==> src/rtl/eth_pkg.sv <==
// Shared Ethernet framing definitions.
// Contents: framer state enum, preamble/SFD bytes, CRC-32 constants and a
// byte-wide reflected CRC-32 update function.
package eth_pkg;

  typedef enum logic [2:0] {
    IDLE,
    PREAMBLE,
    PAYLOAD,
    PAD,
    FCS
  } state_t;

  localparam logic [7:0]  PREAMBLE_BYTE = 8'h55;
  localparam logic [7:0]  SFD_BYTE      = 8'hD5;
  localparam int unsigned PREAMBLE_LEN  = 7;
  localparam logic [31:0] CRC32_POLY    = 32'h04C11DB7;
  localparam logic [31:0] CRC32_INIT    = 32'hFFFFFFFF;
  localparam int unsigned FCS_LEN       = 4;

  // Bit-reverse a 32-bit word (normal polynomial -> reflected form).
  function automatic logic [31:0] reflect32(input logic [31:0] v);
    logic [31:0] r;
    for (int i = 0; i < 32; i++) r[i] = v[31-i];
    return r;
  endfunction

  // One byte of reflected CRC-32, LSB of the data byte first.
  function automatic logic [31:0] crc32_byte(input logic [31:0] crc, input logic [7:0] d);
    logic [31:0] c;
    c = crc ^ {24'h000000, d};
    for (int k = 0; k < 8; k++) begin
      c = c[0] ? ((c >> 1) ^ reflect32(CRC32_POLY)) : (c >> 1);
    end
    return c;
  endfunction

endpackage

==> src/rtl/eth_crc32.sv <==
// Byte-wide running CRC-32 register (reflected, init all ones).
// Ports: Clk, Rst (async active-high), Clear (sync re-init), Data_valid,
//        Data[7:0] byte to fold in, Crc_out[31:0] raw register (not inverted).
module eth_crc32
  import eth_pkg::*;
(
  input  logic        Clk,
  input  logic        Rst,
  input  logic        Clear,
  input  logic        Data_valid,
  input  logic [7:0]  Data,
  output logic [31:0] Crc_out
);

  always_ff @(posedge Clk or posedge Rst) begin
    if (Rst) begin
      Crc_out <= CRC32_INIT;
    end else if (Clear) begin
      Crc_out <= CRC32_INIT;
    end else if (Data_valid) begin
      Crc_out <= crc32_byte(Crc_out, Data);
    end
  end

endmodule

==> src/rtl/gmii_tx_framer.sv <==
// GMII transmit framer: optional preamble/SFD, payload forwarding, zero pad
// up to MIN_FRAME_BYTES and a 4-byte FCS, with a registered ready/valid output.
// Ports: Clk, Rst (async active-high); Input_data/valid/last/ready payload
//        stream in; Output_data/valid/last/ready framed stream out.
// Build option: define GMII_TX_FRAMER_PREAMBLE_EN to emit 7x0x55 + 0xD5
//        before every frame; otherwise frames start with the first payload byte.
module gmii_tx_framer
  import eth_pkg::*;
#(
  parameter int unsigned MIN_FRAME_BYTES = 60
) (
  input  logic       Clk,
  input  logic       Rst,
  input  logic [7:0] Input_data,
  input  logic       Input_valid,
  input  logic       Input_last,
  output logic       Input_ready,
  output logic [7:0] Output_data,
  output logic       Output_valid,
  output logic       Output_last,
  input  logic       Output_ready
);

  // Counter is at least 1 bit wide so MIN_FRAME_BYTES=0 still elaborates.
  localparam int unsigned CNT_W = (MIN_FRAME_BYTES > 0) ? $clog2(MIN_FRAME_BYTES + 1) : 1;
  localparam logic [CNT_W-1:0] MIN_CNT = CNT_W'(MIN_FRAME_BYTES);

  state_t           state;
  logic [CNT_W-1:0] byte_cnt;
  logic [CNT_W-1:0] cnt_inc;
  logic [2:0]       fcs_idx;
  logic [31:0]      crc;
  logic [31:0]      crc_n;
  logic [7:0]       fcs_byte;
  logic             advance;
  logic             crc_valid;
  logic             crc_clear;
  logic [7:0]       crc_data;
`ifdef GMII_TX_FRAMER_PREAMBLE_EN
  logic [2:0]       pre_cnt;
`endif

  // Output register may load whenever it is empty or being drained.
  assign advance     = !Output_valid || Output_ready;
  assign Input_ready = (state == PAYLOAD) && advance;

  assign cnt_inc = (byte_cnt < MIN_CNT) ? byte_cnt + CNT_W'(1) : byte_cnt;

  // CRC folds in accepted payload bytes and emitted pad bytes only.
  assign crc_valid = (Input_ready && Input_valid) || ((state == PAD) && advance);
  assign crc_data  = (state == PAD) ? 8'h00 : Input_data;
  assign crc_clear = (state == IDLE);

  assign crc_n    = ~crc;
  assign fcs_byte = crc_n[{fcs_idx[1:0], 3'b000} +: 8];

  eth_crc32 u_crc (
    .Clk       (Clk),
    .Rst       (Rst),
    .Clear     (crc_clear),
    .Data_valid(crc_valid),
    .Data      (crc_data),
    .Crc_out   (crc)
  );

  // Framing FSM with registered output byte; everything stalls while !advance.
  always_ff @(posedge Clk or posedge Rst) begin
    if (Rst) begin
      state        <= IDLE;
      byte_cnt     <= '0;
      fcs_idx      <= '0;
      Output_data  <= 8'h00;
      Output_valid <= 1'b0;
      Output_last  <= 1'b0;
`ifdef GMII_TX_FRAMER_PREAMBLE_EN
      pre_cnt      <= '0;
`endif
    end else if (advance) begin
      case (state)
        IDLE: begin
          Output_valid <= 1'b0;
          Output_last  <= 1'b0;
          byte_cnt     <= '0;
          fcs_idx      <= '0;
          if (Input_valid) begin
`ifdef GMII_TX_FRAMER_PREAMBLE_EN
            pre_cnt <= '0;
            state   <= PREAMBLE;
`else
            state   <= PAYLOAD;
`endif
          end
        end
        PREAMBLE: begin
`ifdef GMII_TX_FRAMER_PREAMBLE_EN
          Output_valid <= 1'b1;
          Output_data  <= (pre_cnt == 3'(PREAMBLE_LEN)) ? SFD_BYTE : PREAMBLE_BYTE;
          if (pre_cnt == 3'(PREAMBLE_LEN)) begin
            state <= PAYLOAD;
          end else begin
            pre_cnt <= pre_cnt + 3'd1;
          end
`else
          state <= IDLE;
`endif
        end
        PAYLOAD: begin
          // Missing input leaves a bubble rather than aborting the frame.
          Output_valid <= Input_valid;
          if (Input_valid) begin
            Output_data <= Input_data;
            byte_cnt    <= cnt_inc;
            if (Input_last) begin
              state <= (cnt_inc < MIN_CNT) ? PAD : FCS;
            end
          end
        end
        PAD: begin
          Output_valid <= 1'b1;
          Output_data  <= 8'h00;
          byte_cnt     <= cnt_inc;
          if (cnt_inc == MIN_CNT) begin
            state <= FCS;
          end
        end
        FCS: begin
          // fcs_idx == FCS_LEN means the final byte is transferring now.
          if (fcs_idx == 3'(FCS_LEN)) begin
            Output_valid <= 1'b0;
            Output_last  <= 1'b0;
            state        <= IDLE;
          end else begin
            Output_valid <= 1'b1;
            Output_data  <= fcs_byte;
            Output_last  <= (fcs_idx == 3'(FCS_LEN - 1));
            fcs_idx      <= fcs_idx + 3'd1;
          end
        end
        default: state <= IDLE;
      endcase
    end
  end

endmodule

==> config.mk <==
export PLATFORM = sky130hd
export DESIGN_NAME = gmii_tx_framer
export DESIGN_NICKNAME = d
export VERILOG_FILES = /design/src/rtl/eth_pkg.sv /design/src/rtl/eth_crc32.sv /design/src/rtl/gmii_tx_framer.sv
export SDC_FILE = /design/constraint.sdc
export NUM_CORES = 1
export LEC_CHECK = 0
export ABC_AREA = 0
export ABC_CLOCK_PERIOD_IN_PS = 2800
export CELL_PAD_IN_SITES_DETAIL_PLACEMENT = 1
export CELL_PAD_IN_SITES_GLOBAL_PLACEMENT = 1
export CORE_AREA = 2 2 91 93
export DETAILED_ROUTE_END_ITERATION = 6
export DIE_AREA = 0 0 93 95
export HOLD_SLACK_MARGIN = 0.15
export PLACE_DENSITY = 0.86
export SETUP_SLACK_MARGIN = 0.2
export SLEW_MARGIN = 20
export SYNTH_ARGS = -nofsm -noshare
export SYNTH_HDL_FRONTEND = slang
export SYNTH_SLANG_ARGS = --single-unit
export TNS_END_PERCENT = 100
==> constraint.sdc <==
create_clock -name Clk -period 2.8 [get_ports Clk]
set_input_delay 0.28 -clock Clk [delete_from_list [all_inputs] [get_ports Clk]]
set_output_delay 0.28 -clock Clk [all_outputs]
set_load 0.01 [all_outputs]
==> summary.md <==
| Metric | Value |
|---|---|
| Most frequent cells after synthesis | nor2_1, xnor2_1, nand2_1 |
| Post-route cell area | 4130 um^2 |
| HP Class | in2async |
| Synth top area share | 23.3% |
| Htree depth | 2 |
| Layout fillers | 886 |
| CP delay by family, top | simple AND/OR/NAND/NOR gates |
| Die area | 8840 um^2 |
| Post-DP Area | 4000 um^2 |
| Min cycle time layout | 2480 ps |
| Largest family of logic cells by synthesized area | XOR/XNOR gates |
| Initial DRT Pass Iterations | 4 |
| Area growth from synthesis to layout | 14.3% |
| Final setup TNS | 0 ps |
| Pin count of the biggest net entering global routing | 34 |
| Crit path kind | reg2reg |
| Pwr dens | 1320 nW/um^2 |
| Mapped Nets | 368 |
| Max Fclk | 0.403 GHz |
| Cell Area, Synth | 3620 um^2 |
| Period Utilization, post-route | 88.7% |
| Final hold violations | 0 |
| Layout cells sized above 1 | 21.5% |
| Yosys warnings | 0 |
| Final Net Count | 397 |
| Mux share of post-synthesis cell area | 5.29% |
| RSZ-0062 raised after global routing | no |
| # DRC | 0 |
| Initial DRC count | 114 |
| Worst path bufs/invs | 0 |
| Leakage Power | 1.63 nW |
| Antenna viol nets, final | 0 |
| Worst path cell trace | nand2b_1, o221ai_4, xnor3_2, xnor2_1, or3_1, nand3_1 |
| Die Wd | 93 um |
| Xor/xnor cell area share of the yosys netlist | 21.3% |
| Gate Count Post-Synth | 351 |
| Synth Area in Adders | 1.38% |
| Ports | 24 |
| Drt total wl | 10100 um |
| CP arrival | 2750 ps |
| Cts hold-fix bufs | 0 |
| Synth async-reset ratio | 100% |
| Fin. max-slew vios | 0 |
| Final hold slack | 403 ps |
| Total GRT Usage | 24.7% |
| CORE AREA | 7930 um^2 |
| Crit path capture type | flop |
| Root Driver | clkbuf_8 |
| Flops & latches, synth | 54 |
| DR WL/cell | 20.9 um |
| Port bufs | 23 |
| Most instantiated library cell after synthesis | nor2_1 |
| Post-synthesis compound-gate area fraction | 17.3% |
| Num CTS Buffers | 5 |
| Die height | 95 um |
| Reg2reg start | state[2] |
| Rows | 33 |
| Placed Cells | 477 |
| Slew margin rel. | 50.3% |
| Crit Path Max Fanout | 11 |
| Status | finished clean |
| Sequential fraction of the synthesis area | 38.5% |
| Max cap viols | 0 |
| Synth unique cells | 52 |
| Largest area contributor in the netlist | dfstp_2 |
| Slowest CP cell | dfrtp_1 |
| Post-synth EDFFs | 0 |
| Vias | 2804 |
| Antenna cells | 0 |
| Synth top area cells | dfstp_2, dfrtp_1, xnor2_1 |
| Number of global-route vias before repair | 3008 |
| Clock-pin slew on the worst setup and hold paths | 100 ps |
| Largest incremental delay on the critical path | 510 ps |
| Placer Congestion | 0.824 |
| CP required | 3060 ps |
| CP startpoint | state[2] |
| Sink Count | 54 |
| Final setup violation count | 0 |
| Non-filler cells, final | 486 |
| Initial antenna violation count | 0 |
| Clk buf depth | 2 |
| Setup Skew | 7.09 ps |
| Worst vdd ir | 457 uV |
| Initial Util | 45.6% |
| Global-route wire length before repair | 16300 um |
| Mean Syn Cell Area | 10.3 um^2 |
| Latest clock arrival within the worst-skew pair | 320 ps |
| Slew @ Worst Pin | 745 ps |
| Synth Area in Simple Gates | 13.1% |
| Vias per inst | 5.77 |
| CP Launch Type | flop |
| GRT overflow | 0 |
| CTS tree | done |
| Top FF cell, synth | dfstp_2 |
| Post-DP HPWL | 7440 um |
## power breakdown
part,switching (mW),internal (mW),total (mW)
Combinational,1.62,1.71,3.33
Clock,0.265,0.256,0.521
Sequential,0.332,1.28,1.61
Total,2.22,3.24,5.46
## registers in the layout, indices dropped and copies added (netlist names)
| signal | cells |
|---|---|
| byte_cnt | 6 |
| Output_last | 1 |
| u_crc.Crc_out | 32 |
| state | 3 |
| fcs_idx | 3 |
| Output_valid | 1 |
| Output_data | 8 |
## area by class of cell
cell class,count,area (um^2),area share (%)
Multi-Input combinational cell,272,2120,51.4
Tap cell,105,131,3.18
Sequential cell,54,1390,33.7
Timing Repair Buffer,38,343,8.29
Inverter,9,33.8,0.817
Clock buffer,8,111,2.69
## path summary, 6_finish.rpt
| path | endpoint | slack, ps | depth (start not counted) |
|---|---|---|---|
| setup / recovery | u_crc.Crc_out[16] | 320 | 6 |
| hold / removal | byte_cnt[3] | 400 | 2 |
| setup reg to reg | u_crc.Crc_out[16] | 320 | 6 |
| hold reg to reg | Output_data[1] | 490 | 2 |
| max in group asynchronous | u_crc.Crc_out[27] | 1650 | 3 |
| min in group Clk | Output_data[1] | 490 | 2 |
## stage by stage
| stage | power (mW) | worst slack, ps | utilization, % |
|---|---|---|---|
| floorplan | 4.13 | 777 | - |
| global placement | 4.61 | 408 | 50.5 |
| CTS | 5.46 | 242 | 51.9 |
| detailed placement | 4.88 | 280 | 50.5 |
| global route | 5.81 | 200 | 52.1 |
| finish | 5.46 | 317 | 52.1 |
## layer usage
layer	track usage, %	up-vias	wire [um]
met1	30.4	1421	4130
met3	3.99	25	413
met4	12.0	0	369
met2	42.5	77	5220
met5	0	-	0
li1	-	1281	-
## cell usage in the layout (no fill, tap or decap), types with 2 or more instances in the layout
cell type	synthesis	routed
nand3_1	6	6
o221ai_4	4	4
buf_4	0	15
xor2_1	16	15
o211ai_1	7	7
clkbuf_8	0	6
xor2_4	2	2
mux4_2	8	8
nand2_1	35	35
nand2b_1	11	11
o22ai_1	2	2
clkdlybuf4s50_1	0	23
ha_1	4	4
a22o_1	5	5
o31ai_1	2	2
dfrtp_1	22	22
nor2_1	38	38
and3_1	2	2
xor2_2	2	3
a31oi_1	5	5
a21oi_1	32	32
dfstp_2	32	32
o21ai_0	19	19
nor2b_1	2	2
inv_1	9	8
xnor2_1	36	36
xnor3_1	6	6
nor3_1	5	5
## cell families (layout without fill, tap and decap cells)
logic type                 Yosys count  in the layout
adders and majority gates            4              4
and+or+nand+nor                    104            104
muxes                                9              9
xor gates and xnor gates            66             66
buffers and inverters               25             55
DFF                                 54             54
AOI/OAI and AO/OA                   89             89
## repair_timing
action / CTS / global route
setup endpoints to repair: 0 / 13
resized for setup: 0 / 2
setup buffers: 0 / 1
No activity file was read; power rests on OpenSTA's default activity.
